[src/rtl/ring_phase_monitor.sv]
// rtl/ring_phase_monitor.sv - phase encoder and sequencing checker for an 8-bit one-hot ring
module ring_phase_monitor #(
  parameter int unsigned LOCK_CNT = 4,
  parameter int unsigned REV_W    = 8,
  parameter int unsigned ERR_W    = 4,
  parameter bit          DIR      = 1'b0
) (
  input  logic             clock,
  input  logic             reset,
  input  logic [7:0]       ring_in,
  input  logic             clear,
  output logic [2:0]       phase,
  output logic             valid,
  output logic             locked,
  output logic             step_err,
  output logic             rev_tick,
  output logic [REV_W-1:0] rev_count,
  output logic [ERR_W-1:0] err_count
);

  typedef enum logic [1:0] {
    S_SEARCH  = 2'd0,
    S_LOCKING = 2'd1,
    S_LOCKED  = 2'd2,
    S_FAULT   = 2'd3
  } state_t;

  state_t           state_q, state_d;
  logic [7:0]       prev_q;
  logic [3:0]       match_q, match_d;
  logic [2:0]       phase_q, phase_d;
  logic             valid_q, valid_d;
  logic             locked_q, locked_d;
  logic             step_err_q, step_err_d;
  logic             rev_tick_q, rev_tick_d;
  logic [REV_W-1:0] rev_count_q, rev_count_d;
  logic [ERR_W-1:0] err_count_q, err_count_d;

  logic       onehot;
  logic       step_ok;
  logic       rev_edge;
  logic [7:0] expected;
  logic [2:0] enc;

  assign onehot   = (ring_in != 8'h00) && ((ring_in & (ring_in - 8'd1)) == 8'h00);
  assign expected = DIR ? {prev_q[0], prev_q[7:1]} : {prev_q[6:0], prev_q[7]};
  assign step_ok  = onehot && (ring_in == expected);
  // Wrap point of a revolution: the step from the last bit back to the first.
  assign rev_edge = DIR ? ((ring_in == 8'h80) && (prev_q == 8'h01))
                        : ((ring_in == 8'h01) && (prev_q == 8'h80));

  always_comb begin
    enc = 3'd0;
    for (int i = 0; i < 8; i++) begin
      if (ring_in[i]) enc = 3'(i);
    end
  end

  always_ff @(posedge clock or negedge reset) begin
    if (!reset) begin
      state_q <= S_SEARCH;
      match_q <= 4'd0;
    end else begin
      state_q <= state_d;
      match_q <= match_d;
    end
  end

  always_comb begin
    state_d = state_q;
    match_d = match_q;
    case (state_q)
      S_SEARCH, S_FAULT: begin
        match_d = 4'd0;
        state_d = onehot ? S_LOCKING : S_SEARCH;
      end
      S_LOCKING: begin
        if (step_ok) begin
          match_d = match_q + 4'd1;
          if (match_q == 4'(LOCK_CNT - 1)) state_d = S_LOCKED;
        end else if (onehot) begin
          match_d = 4'd0;
        end else begin
          state_d = S_SEARCH;
        end
      end
      S_LOCKED: begin
        if (!step_ok) state_d = S_FAULT;
      end
      default: state_d = S_SEARCH;
    endcase
    if (clear) begin
      state_d = S_SEARCH;
      match_d = 4'd0;
    end
  end

  always_comb begin
    valid_d     = onehot;
    phase_d     = onehot ? enc : phase_q;
    locked_d    = (state_d == S_LOCKED);
    step_err_d  = (state_q == S_LOCKED) && !step_ok && !clear;
    rev_tick_d  = (state_q == S_LOCKED) && step_ok && rev_edge && !clear;
    rev_count_d = rev_count_q;
    err_count_d = err_count_q;
    if (clear) begin
      rev_count_d = '0;
      err_count_d = '0;
    end else begin
      if (rev_tick_d) rev_count_d = rev_count_q + REV_W'(1);
      if (step_err_d && (err_count_q != '1)) err_count_d = err_count_q + ERR_W'(1);
    end
  end

  always_ff @(posedge clock or negedge reset) begin
    if (!reset) begin
      prev_q      <= 8'h00;
      phase_q     <= 3'd0;
      valid_q     <= 1'b0;
      locked_q    <= 1'b0;
      step_err_q  <= 1'b0;
      rev_tick_q  <= 1'b0;
      rev_count_q <= '0;
      err_count_q <= '0;
    end else begin
      prev_q      <= ring_in;
      phase_q     <= phase_d;
      valid_q     <= valid_d;
      locked_q    <= locked_d;
      step_err_q  <= step_err_d;
      rev_tick_q  <= rev_tick_d;
      rev_count_q <= rev_count_d;
      err_count_q <= err_count_d;
    end
  end

  assign phase     = phase_q;
  assign valid     = valid_q;
  assign locked    = locked_q;
  assign step_err  = step_err_q;
  assign rev_tick  = rev_tick_q;
  assign rev_count = rev_count_q;
  assign err_count = err_count_q;

endmodule

[config.mk]
export PLATFORM = sky130hd
export DESIGN_NAME = ring_phase_monitor
export DESIGN_NICKNAME = d
export VERILOG_FILES = /design/src/rtl/ring_phase_monitor.sv
export SDC_FILE = /design/constraint.sdc
export NUM_CORES = 1
export LEC_CHECK = 0
export CORE_MARGIN = 10
export CORE_UTILIZATION = 32
export DETAILED_ROUTE_END_ITERATION = 12
export PLACE_DENSITY = 0.61
export SETUP_SLACK_MARGIN = 0.3
export SLEW_MARGIN = 40
export SYNTH_ARGS = -nofsm -noshare
export SYNTH_HDL_FRONTEND = slang
export SYNTH_SLANG_ARGS = --single-unit
[constraint.sdc]
create_clock -name clock -period 2.3 [get_ports clock]
set_input_delay 0.46 -clock clock [delete_from_list [all_inputs] [get_ports clock]]
set_output_delay 0.46 -clock clock [all_outputs]
set_load 0.02 [all_outputs]
## Yosys cells after proc, flatten, opt, wreduce, memory -nomap -nowiden

Cells that the tools add are included.

- Flip-flop bits (word level): 33
- Bits of input ports: 11
- Output and inout bits: 19

- Add/sub/neg operators: 4
- Eq/ne operators: 10
- Multiplexer cells: 22
- Bitwise logic cells: 1
- Reductions and logical operators: 19

Operator list:

| cell | count |
|---|---|
| 2-to-1 mux 4 bit | 5 |
| 2-to-1 mux 8 bit | 2 |
| 2-to-1 mux 2 bit | 7 |
| 2-to-1 mux 3 bit | 4 |
| logical AND 1 bit | 9 |
| adder 4 x 1 -> 4 bit (second input constant) | 2 |
| adder 8 x 1 -> 8 bit (second input constant) | 1 |
| AND 8 bit | 1 |
| == test 8 x 1 -> 1 bit (second input constant) | 1 |
| == test 8 bit | 1 |
| == test 8 bit (second input constant) | 1 |
| zero test 8 bit | 1 |
| inequality test 4 bit (second input constant) | 2 |
| case mux 4 bit (2 select lines) | 1 |
| nonzero test 8 bit | 1 |
| subtractor 8 x 1 -> 8 bit (second input constant) | 1 |
| == test 2 bit (second input constant) | 3 |
| case mux 2 bit (3 select lines) | 1 |
| == test 4 x 2 -> 1 bit (second input constant) | 1 |
| nonzero test 2 bit | 2 |
| nonzero test 3 bit | 1 |
| == test 2 x 1 -> 1 bit (second input constant) | 1 |
| zero test 1 bit | 2 |
| zero test 2 bit | 1 |
| other kinds (3) | 4 |

## Logic depth before layout (Yosys ltp)

- Word-level depth: 11
- Gate-level depth with buffers: 8

## Worst setup path after synthesis

Ideal clock, no wire load.

- Path kind: input to register
- Start: in ring_in[3]
- End: reg err_count_q[2] (netlist: err_count[2])
- Data arrival time: 1911 ps
- Setup slack: 262 ps
- Cell stages on the path: 7
- Cell sequence: buf_2 -> nor3_1 -> a21bo_2 -> a32oi_4 -> a21boi_2 -> and3_1 -> mux2_1

- Cells in the longest elaborated chain, start to end: 10
- Elaborated cells between the ends (all ways): 12
- Those cells by class: 1 x add/sub; 1 x eq/ne; 1 x bitwise; 9 x reduce/logical

RTL lines:

| item | RTL line | source |
|---|---|---|
| from (decl) | 10 | `input logic [7:0] ring_in,` |
| subtractor 8 x 1 -> 8 bit | 45 | `assign onehot = (ring_in != 8'h00) && ((ring_in & (ring_in - 8'd1)) == 8'h00);` |
| AND 8 bit | 45 |  |
| zero test 8 bit | 45 |  |
| logical AND 1 bit | 45 |  |
| logical AND 1 bit (*) | 47 | `assign step_ok = onehot && (ring_in == expected);` |
| zero test 1 bit (*) | 102 | `step_err_d = (state_q == S_LOCKED) && !step_ok && !clear;` |
| logical AND 1 bit (*) (2 in a row) | 102 |  |
| logical AND 1 bit (*) | 111 | `if (step_err_d && (err_count_q != '1)) err_count_d = err_count_q + ERR_W'(1);` |
| nonzero test 2 bit (no line) (*) | -- |  |
| to (signal assigned) | 133 | `err_count_q <= err_count_d;` |
| to (decl) | 37 | `logic [ERR_W-1:0] err_count_q, err_count_d;` |

Every way passes the cells marked *; elsewhere a longest branch is shown, timed or not.
A chain may end at the register's enable or synchronous reset.

## Worst setup path in the final report

Same ends and word-level chain as after synthesis.

==> out/results.ini <==
[run_status]
status = completed

[synthesis]
syn_area_um2 = 1740
ys_types = 47
yosysMostFrequentCell = dfrtp_1
syn_nets = 180
synth_area_leader_cell = dfrtp_1
syn_area_per_cell_um2 = 10.6
ys_ff_latch = 33
yosysSeqAreaShare_pct = 47.5
synth_edf_count = 0
ys_warn_count = 0
postSynthCellCount = 164
synth-async-reset-ratio_pct = 100
synth.top_cell.area_share_pct = 47.5
synth_area_leaders = dfrtp_1 47%, xor2_1 6.0%, nor2_1 4.3%
synthTopCellsByCount = 33 x dfrtp_1, 20 x nor2_1, 12 x xor2_1
synth-main-ff-cell = dfrtp_1

[clock_tree]
clkTransAtPathRegs_ps = 70
clockBufferDepth = 2
cts-root-buf = clkbuf_8
clkLatencyLatePin_ps = 280
cts_tree = built
htree_levels = 2
cts_num_sinks = 33
numCtsBuffers = 5

[detailed_routing]
num_vias = 1408
routed_wl_um = 4190
vias_per_cell = 4.81
drt_first_pass_iters = 4
initialDrtViolationCount = 64
wl_per_cell_um = 14.3
drcViolationCount = 0
antenna_left = 0

[floorplanning]
core_um2 = 5200
io_pins = 30
die_w_um = 93.7
initial_utilization_pct = 33.4
num_rows = 26
dieArea_um2 = 8780
die_h_um = 93.7

[sta]
slew_violations = 0
worst_pin_slew_ps = 445
relSlewSlack_pct = 70.2
fin_crit_sh_pct = 83.3
min_period_ps = 1920
rsz0062_at_grt = false
finClkSkew_ps = 6.32
final-hold-violation-count = 0
setup_viol = 0
max_freq_mhz = 522

[worst_setup_path]
cp.arrival_ps = 2080
r2r_cells = 6
crit_buf_inv = 1
cp-start-kind = input pin
critPathTopFamily = simple AND/OR/NAND/NOR gates
cp.depth = 7
critPathRequiredTime_ps = 2470
crit_slowest_cell = nor4_4
crit_path_max_incr_delay_ps = 400
path_max_fanout = 6
endpoint_kind = flip-flop
path_cells = buf_6 > nor4_4 > nand4_4 > a32oi_4 > a21boi_2 > and3_4 > mux2_4
worstSetupPathType = in2reg

[cells_and_area]
stdcell_area_um2 = 2460
num-fill-cells = 511
final_cells = 293
antenna_cells = 0
areaGrowthSynthToFinish_pct = 41.3
final_nets = 238
drive_gt1_share_pct = 29.1

[place]
numPortBuffers = 29
placed_cell_area_um2 = 2280
dp_cells = 282
dpl.hpwl_um = 3080
routabilityCongestion = 0.857

[power_and_ir_drop]
peakVddDrop_uv = 284
p_leak_nw = 1.05
power_density_nw_per_um2 = 500

[run]
maxCapViolations = 0

[grt]
grt_max_degree = 34
antenna_found_initial = 0
grt_pass1_vias = 1443
overflow = 0
grt_pass1_wl_um = 6980
grt_util_all_layers_pct = 9.79

[worst_hold_path]
hold_class = in2reg
hold_path_depth = 2

[metal layers]
| layer | routed length, µm | GRT usage, % | vias to the layer above |
|---|---|---|---|
| li1 | - | - | 697 |
| met1 | 1950 | 12.0 | 684 |
| met2 | 1990 | 15.8 | 22 |
| met3 | 202 | 3.04 | 5 |
| met4 | 47 | 3.42 | 0 |
| met5 | 0 | 0 | - |
[cell families after synthesis]
family / share of synthesized area, %
AO/OA/AOI/OAI: 14.3
flip-flops: 47.5
AND/OR/NAND/NOR: 21.9
multiplexers: 2.45
XOR/XNOR: 7.05
adder cells (fa/ha/maj): 3.60
buffers and inverters: 3.17
[flip-flops by register name, summed over array words and instances, names as in the netlist]
name       flops
prev_q         8
rev_count      8
err_count      4
match_q        4
phase          3
state_q        2
locked         1
rev_tick       1
step_err       1
valid          1
[power breakdown]
part / total, W / internal, W / switching (W)
registers: 0.000623 / 0.000604 / 0.0000187
logic: 0.000187 / 0.0000863 / 0.000101
clock network: 0.000418 / 0.000215 / 0.000203
total: 0.00123 / 0.000905 / 0.000323
[placed cells by master, fill, tap and decap left out, drive strengths merged, types with 2 or more instances in the layout]
cell           count
o21ai              6
mux2i              2
xor2              12
nor4               3
nor3               6
nor3b              2
ha                 5
clkbuf            13
a21oi             10
and4               2
and3               3
nor2b              5
mux2               2
nand4              4
clkdlybuf4s50     21
nand2              7
nor2              20
inv                5
and2               3
a21bo              2
a31oi              2
xnor2              2
nand2b             2
or3                2
nand3              4
dfrtp             33
buf               30
[layout make-up]
| class | count | area [µm²] | share of cell area (%) |
|---|---|---|---|
| Clock buffer | 8 | 80.1 | 3.26 |
| Tap cell | 70 | 87.6 | 3.56 |
| Multi-Input combinational cell | 120 | 971 | 39.5 |
| Inverter | 5 | 18.8 | 0.764 |
| Timing Repair Buffer | 57 | 474 | 19.3 |
| Sequential cell | 33 | 826 | 33.6 |
[path summary, 6_finish.rpt]
kind | from | end | slack (ps)
setup / recovery | ring_in[3] | err_count[2] | 380
hold / removal | ring_in[3] | prev_q[3] | 440
setup reg to reg | prev_q[0] | rev_count[7] | 410
hold reg to reg | match_q[2] | match_q[2] | 530
max in group asynchronous | reset | rev_count[4] | 1410
min in group asynchronous | reset | err_count[2] | 590
[per-stage QoR]
step / utilization, % / TNS, ps / worst slack (ps) / hold slack (ps) / total power, W
2_1_floorplan: - / 0 / 294 / 164 / 0.000703
3_3_place_gp: 43.8 / -2960 / -291 / 521 / 0.000813
3_5_place_dp: 43.8 / -3480 / -310 / 522 / 0.000814
4_1_cts: 46.0 / 0 / 294 / 513 / 0.00124
5_1_grt: 47.2 / 0 / 293 / 434 / 0.00129
6_report: 47.2 / 0 / 383 / 436 / 0.00123
[repair_timing]
item	CTS	global route
setup buffers	1	2
setup endpoints to repair	19	14
pin swaps	11	10
hold buffers	0	0
endpoints found under the hold margin	0	0
resized for setup	22	26
Note: power is estimated with default switching activity, not from simulation.
